`src/rtl/rr_arb_mux.sv`:
```
// Round-robin N:1 arbitrating mux with valid/ready handshakes and a registered output.
// Optional RR_ARB_MUX_FORCE_EN adds Force_en/Force_sel to bypass arbitration.
module rr_arb_mux #(
   parameter  int N     = 4,
   parameter  int WIDTH = 16,
   localparam int SEL_W = $clog2(N)
) (
   input  logic                 Clock,
   input  logic                 Resetn,
   input  logic [N-1:0]         In_valid,
   input  logic [N*WIDTH-1:0]   In_data,
   output logic [N-1:0]         In_ready,
   output logic                 Out_valid,
   output logic [WIDTH-1:0]     Out_data,
   output logic [SEL_W-1:0]     Out_sel,
   input  logic                 Out_ready
`ifdef RR_ARB_MUX_FORCE_EN
   ,
   input  logic                 Force_en,
   input  logic [SEL_W-1:0]     Force_sel
`endif
);

   logic [SEL_W-1:0] ptr;
   logic [SEL_W-1:0] ptr_nxt;
   logic [SEL_W-1:0] gnt;
   logic             gnt_vld;
   logic             free;
   logic             accept;
   logic             forced;

   assign free   = ~Out_valid | Out_ready;
   assign accept = gnt_vld & free & Resetn;

   // Scan from ptr upward with an explicit wrap so non-power-of-2 N is handled.
   always_comb begin
      int unsigned idx;
      idx     = 0;
      gnt     = '0;
      gnt_vld = 1'b0;
      forced  = 1'b0;
      for (int unsigned i = 0; i < N; i++) begin
         idx = 32'(ptr) + i;
         if (idx >= 32'(N))
            idx = idx - 32'(N);
         if (!gnt_vld && In_valid[idx]) begin
            gnt_vld = 1'b1;
            gnt     = SEL_W'(idx);
         end
      end
`ifdef RR_ARB_MUX_FORCE_EN
      if (Force_en) begin
         forced  = 1'b1;
         gnt     = Force_sel;
         gnt_vld = (32'(Force_sel) < 32'(N)) && In_valid[Force_sel];
      end
`endif
   end

   assign ptr_nxt = (gnt == SEL_W'(N-1)) ? '0 : gnt + 1'b1;

   always_comb begin
      In_ready = '0;
      if (accept)
         In_ready[gnt] = 1'b1;
   end

   always_ff @(posedge Clock) begin
      if (!Resetn) begin
         Out_valid <= 1'b0;
         Out_data  <= '0;
         Out_sel   <= '0;
         ptr       <= '0;
      end else if (accept) begin
         Out_valid <= 1'b1;
         Out_data  <= In_data[32'(gnt)*WIDTH +: WIDTH];
         Out_sel   <= gnt;
         if (!forced)
            ptr <= ptr_nxt;
      end else if (Out_ready) begin
         Out_valid <= 1'b0;
      end
   end

endmodule

```
`config.mk`:
```
export PLATFORM = sky130hd
export DESIGN_NAME = rr_arb_mux
export DESIGN_NICKNAME = d
export VERILOG_FILES = /design/src/rtl/rr_arb_mux.sv
export SDC_FILE = /design/constraint.sdc
export NUM_CORES = 1
export LEC_CHECK = 0
export BUFFER_PORTS_ARGS = -buffer_cell sky130_fd_sc_hd__buf_4
export CORE_MARGIN = 2
export CORE_UTILIZATION = 37
export DETAILED_ROUTE_END_ITERATION = 16
export GPL_TIMING_DRIVEN = 0
export HOLD_SLACK_MARGIN = 0.12
export PLACE_DENSITY = 0.79
export SETUP_SLACK_MARGIN = 0.15
export SKIP_LAST_GASP = 1
export SYNTH_ARGS = -nofsm -noshare
export SYNTH_HDL_FRONTEND = slang
export SYNTH_SLANG_ARGS = --single-unit
```
`constraint.sdc`:
```
create_clock -name Clock -period 1.6 [get_ports Clock]
set_clock_uncertainty 0.1 [all_clocks]
set_input_delay 0.08 -clock Clock [delete_from_list [all_inputs] [get_ports Clock]]
set_output_delay 0.08 -clock Clock [all_outputs]
set_load 0.02 [all_outputs]
```
==> results of run 1 <==
==> logic make-up after synthesis <==
kind of cell | Yosys count
mux | 36
simple gates | 33
compound gates | 24
flops | 21
buf+inv | 12
fa+ha+maj | 1
==> cell usage after synthesis <==
master / instances
nand2_1: 18
nor2b_2: 1
nor2b_1: 3
ha_1: 1
dfxtp_1: 21
a2bb2oi_1: 1
nor3_4: 1
nand3_4: 1
o221ai_1: 10
nor4_2: 1
buf_4: 4
mux2i_1: 36
nor3b_2: 1
nand3b_1: 1
nand3b_4: 1
nor2_1: 4
buf_8: 1
a21boi_0: 1
o221ai_2: 6
and3_1: 1
a21oi_4: 1
inv_1: 3
buf_6: 4
o21ai_0: 1
a21oi_1: 4
==> stage by stage <==
stage                     instances  setup TNS [ns]  instance area, um^2  worst slack [ns]  util, %
after floorplan                 127               0                 1390            0.0352        -
after global placement          265           -2.02                 2130            -0.144     62.9
after detailed placement        265           -2.49                 2130            -0.155     62.9
after CTS                       349           -2.06                 3080            -0.290     91.0
==> timing repair <==
item,CTS
hold endpoints to repair,21
gates resized for setup,28
endpoints found under the setup margin,22
pin swaps,7
gates cloned,2
setup buffers,11
hold buffers,67
==> flow_summary.toml, run 1 <==
[placement]
dp_hpwl_mm = 3.03
port_buffers = 92
gp_congestion = 0.756

[synthesis]
synthCells = 127
synth-adder-area-share_pct = 0.939
synth_xor_area_share_pct = 0
yosys_warnings = 0
muxShareOfSynthArea_pct = 27.0
seq_area_frac_synth_pct = 31.5
ys_ff_latch = 21
synthTopCellsByArea = "dfxtp_1 32%, mux2i_1 27%, o221ai_2 6.8%"
synth_nets = 199
yosys.area_share.simple_pct = 15.2
yosys.area.top_type = "dfxtp_1"
synth_area_mm2 = 0.00133
synth_top_family_by_area = "multiplexers"
synth_compound_area_share_pct = 17.7
ys_types = 25
avgSynthCellArea_um2 = 10.5
synth_top_cell_area_share_pct = 31.5

[global_route]
antenna_found_initial = 1
grt_max_degree = 13

[floorplan]
io_pins = 94
die_y_um = 64.0
row_count = 21
initial_core_util_pct = 39.3
die_width_um = 64.0

[status]
outcome = "did not finish"
error = "[ERROR DPL-0033] detailed placement checks failed during check placement."
haltStage = "5_1_grt"

[clock_tree]
cts_made_buffers = 3
clock_sinks = 21
root_buffer = "clkbuf_4"
htreeDepth = 1
cts_max_path_buffers = 2

[sta]
endpoint_type = "output port"
crit_endpoint = "In_ready[1]"
==> inputs of run 2 (changes only) <==
--- a/config.mk
+++ b/config.mk
@@ -7,12 +7,10 @@
 export LEC_CHECK = 0
 export BUFFER_PORTS_ARGS = -buffer_cell sky130_fd_sc_hd__buf_4
 export CORE_MARGIN = 2
-export CORE_UTILIZATION = 37
+export CORE_UTILIZATION = 35
 export DETAILED_ROUTE_END_ITERATION = 16
 export GPL_TIMING_DRIVEN = 0
-export HOLD_SLACK_MARGIN = 0.12
-export PLACE_DENSITY = 0.79
-export SETUP_SLACK_MARGIN = 0.15
+export PLACE_DENSITY_LB_ADDON = 0.15
 export SKIP_LAST_GASP = 1
 export SYNTH_ARGS = -nofsm -noshare
 export SYNTH_HDL_FRONTEND = slang
==> constraint.sdc (replaced) <==
create_clock -name Clock -period 2.1 [get_ports Clock]
set_clock_uncertainty 0.1 [all_clocks]
set_input_delay 0.105 -clock Clock [delete_from_list [all_inputs] [get_ports Clock]]
set_output_delay 0.105 -clock Clock [all_outputs]
set_load 0.02 [all_outputs]
==> run 2 against run 1 <==
Compared with the run above: the flow now finishes without violations; synthesized cell count is the same; area after synthesis is the same.
==> flow_summary.toml, run 2 <==
[synthesis]
synthFlopType = "dfxtp_1"
avgSynthCellArea_um2 = 10.5
ys_types = 25
yosys-top-cells-count = "36 x mux2i_1, 21 x dfxtp_1, 18 x nand2_1"
synth_nets = 199
synthArstFlopShare_pct = 0
synthCells = 127
synth-edff-count = 0
yosys.area.top_type = "dfxtp_1"
synth.most_common_cell = "mux2i_1"
ys_ff_latch = 21
yosys_warnings = 0
synthTopCellsByArea = "dfxtp_1 32%, mux2i_1 27%, o221ai_2 6.8%"
synth_top_cell_area_share_pct = 31.5
synth_area_mm2 = 0.00133
seq_area_frac_synth_pct = 31.5

[clock_tree]
cts_made_buffers = 3
htreeDepth = 1
cts_hold_buf = 0
insertion_delay_ns = 0.26
root_buffer = "clkbuf_8"
path_clk_slew_ns = 0.07
clock_sinks = 21
cts_max_path_buffers = 2
cts_tree = "built"

[detailed_routing]
vias = 1365
via_per_inst = 4.95
ant_nets = 0
wire_per_inst_um = 13.5
drt_iter0_drc = 30
wl_mm = 3.71
route.detailed.drc = 0
dr.pass1.iters = 4

[setup_path]
startpoint_type = "register"
endpoint_kind = "primary output"
cp_max_fo = 10
arrival_ns = 1.77
cp.required_ns = 1.89
crit_type = "reg2out"

[global_route]
antenna_found_initial = 0
track_usage_pct = 17.4
grt_max_degree = 13
grt_pass1_wl_mm = 5.91
grt_pass1_vias = 1319
overflow = 0

[finish]
fin_nets = 301
biggestRegsByFlops = "Out_data x16, Out_sel x2, ptr x2"
largest_reg_flops = 16
synthToLayoutAreaGrowth_pct = 63.0
final_cell_mix = "100 x buf_4, 36 x mux2i_1, 20 x dfxtp_1, 18 x nand2_1, 10 x o221ai_1"
drive_gt1_share_pct = 54.4
final_common_cell = "buf_4"
insertedDiodeCount = 0
largest_register = "Out_data"

[sta]
rsz0062_at_grt = "no"
finalCritPeriodShare_pct = 93.8
post-route-min-period_ns = 1.97
final-max-slew-violation-count = 0
fmax_mhz = 507
tightest_slew_ns = 0.376
holdWs_ns = 0.0540
setup_violations = 0
setup_tns_ns = 0
max_slew_margin_pct = 74.7
hold_viol = 0

[placement]
gp_congestion = 0.702
dp_hpwl_mm = 2.88
port_buffers = 92

[pwr]
switching_share_pct = 33.7
clock_power_share_pct = 18.4
p_int_mw = 0.954
p_per_area_mw_per_mm2 = 662
power.switching_mw = 0.485
p_comb_share_pct = 46.6
p_leak_nw = 1.04
peakVddDrop_mv = 0.294
seqPwrFrac_pct = 35.0

[floorplan]
die_y_um = 65.7
fp.coreArea_mm2 = 0.00366
row_count = 22
io_pins = 94
dieArea_mm2 = 0.00432
die_width_um = 65.7
initial_core_util_pct = 36.4

[min_path]
hold_path.class = "in2reg"

[run]
maxCapViolCount = 0

[status]
outcome = "finished, final reports clean"
run 2: cell counts after synthesis:
No cell type changed its count.
run 2: kinds of logic (layout without fill, tap and decap cells):
group	count (synthesis)	in the layout	share of synthesized area, %
and+or+nand+nor	33	33	15.2
adders and majority gates	1	1	0.939
AOI/OAI and AO/OA	24	24	17.7
buffers and inverters	12	113	7.61
DFF	21	21	31.5
muxes	36	36	27.0
run 2: final timing paths:
check	start	end	slack, ns	cells past startpoint
setup reg to reg	ptr[0]$_SDFFE_PN0P_	Out_data[3]$_SDFFE_PN0P_	0.25	8
hold reg to reg	Out_data[6]$_SDFFE_PN0P_	Out_data[6]$_SDFFE_PN0P_	0.37	2
hold / removal	Out_ready	Out_valid$_SDFFE_PN0P_	0.05	4
setup / recovery	ptr[1]$_SDFFE_PN0P_	In_ready[1]	0.13	7
run 2: power groups by stage:
stage / registers, mW / clock network [mW] / logic [mW]
detailed placement: 0.510 / 0 / 0.652
global route: 0.510 / 0.293 / 0.723
finish: 0.503 / 0.264 / 0.671
CTS: 0.502 / 0.278 / 0.656
floorplan: 0.575 / 0 / 0.325
global placement: 0.506 / 0 / 0.642
run 2: routing by layer:
| metal | share of wire (%) | up-vias | global-route usage, % |
|---|---|---|---|
| met5 | 0 | - | 0 |
| met4 | 1.1 | 0 | 5.47 |
| met3 | 8.5 | 4 | 3.77 |
| met2 | 48 | 56 | 30.1 |
| met1 | 42 | 625 | 21.5 |
| li1 | - | 680 | - |
run 2: cell type report:
class / count / area (um^2)
Fill cell: 337 / 1490
Multi-Input combinational cell: 94 / 811
Timing Repair Buffer: 97 / 728
Sequential cell: 21 / 422
Buffer: 9 / 93.8
Tap cell: 48 / 60.1
Clock buffer: 3 / 41.3
Inverter: 3 / 11.3
Clock inverter: 1 / 5.00
run 2: critical path: stages (launching register included):
cell and delay, ns:
dfxtp_2 0.39, mux2i_1 0.19, nor2_1 0.08, nor3_4 0.24, nand3_4 0.17, buf_6 0.20
nor2_1 0.09, buf_4 0.14
run 2: metrics by stage:
step / utilization (%) / instances / area, um^2 / power (mW) / worst slack, ns
2_1_floorplan: - / 127 / 1330 / 0.900 / 0.381
3_3_place_gp: 56.9 / 267 / 2080 / 1.15 / 0.261
3_5_place_dp: 56.9 / 267 / 2080 / 1.16 / 0.227
4_1_cts: 58.4 / 272 / 2140 / 1.44 / 0.0217
5_1_grt: 59.3 / 276 / 2170 / 1.53 / 0.0142
6_report: 59.3 / 276 / 2170 / 1.44 / 0.129
run 2: timing repair:
action,in CTS,in global routing
setup buffers,1,4
pin swaps,1,1
resized for setup,0,2
cloned,0,0
endpoints found under the setup margin,3,4
(Power assumes the default switching activity.)
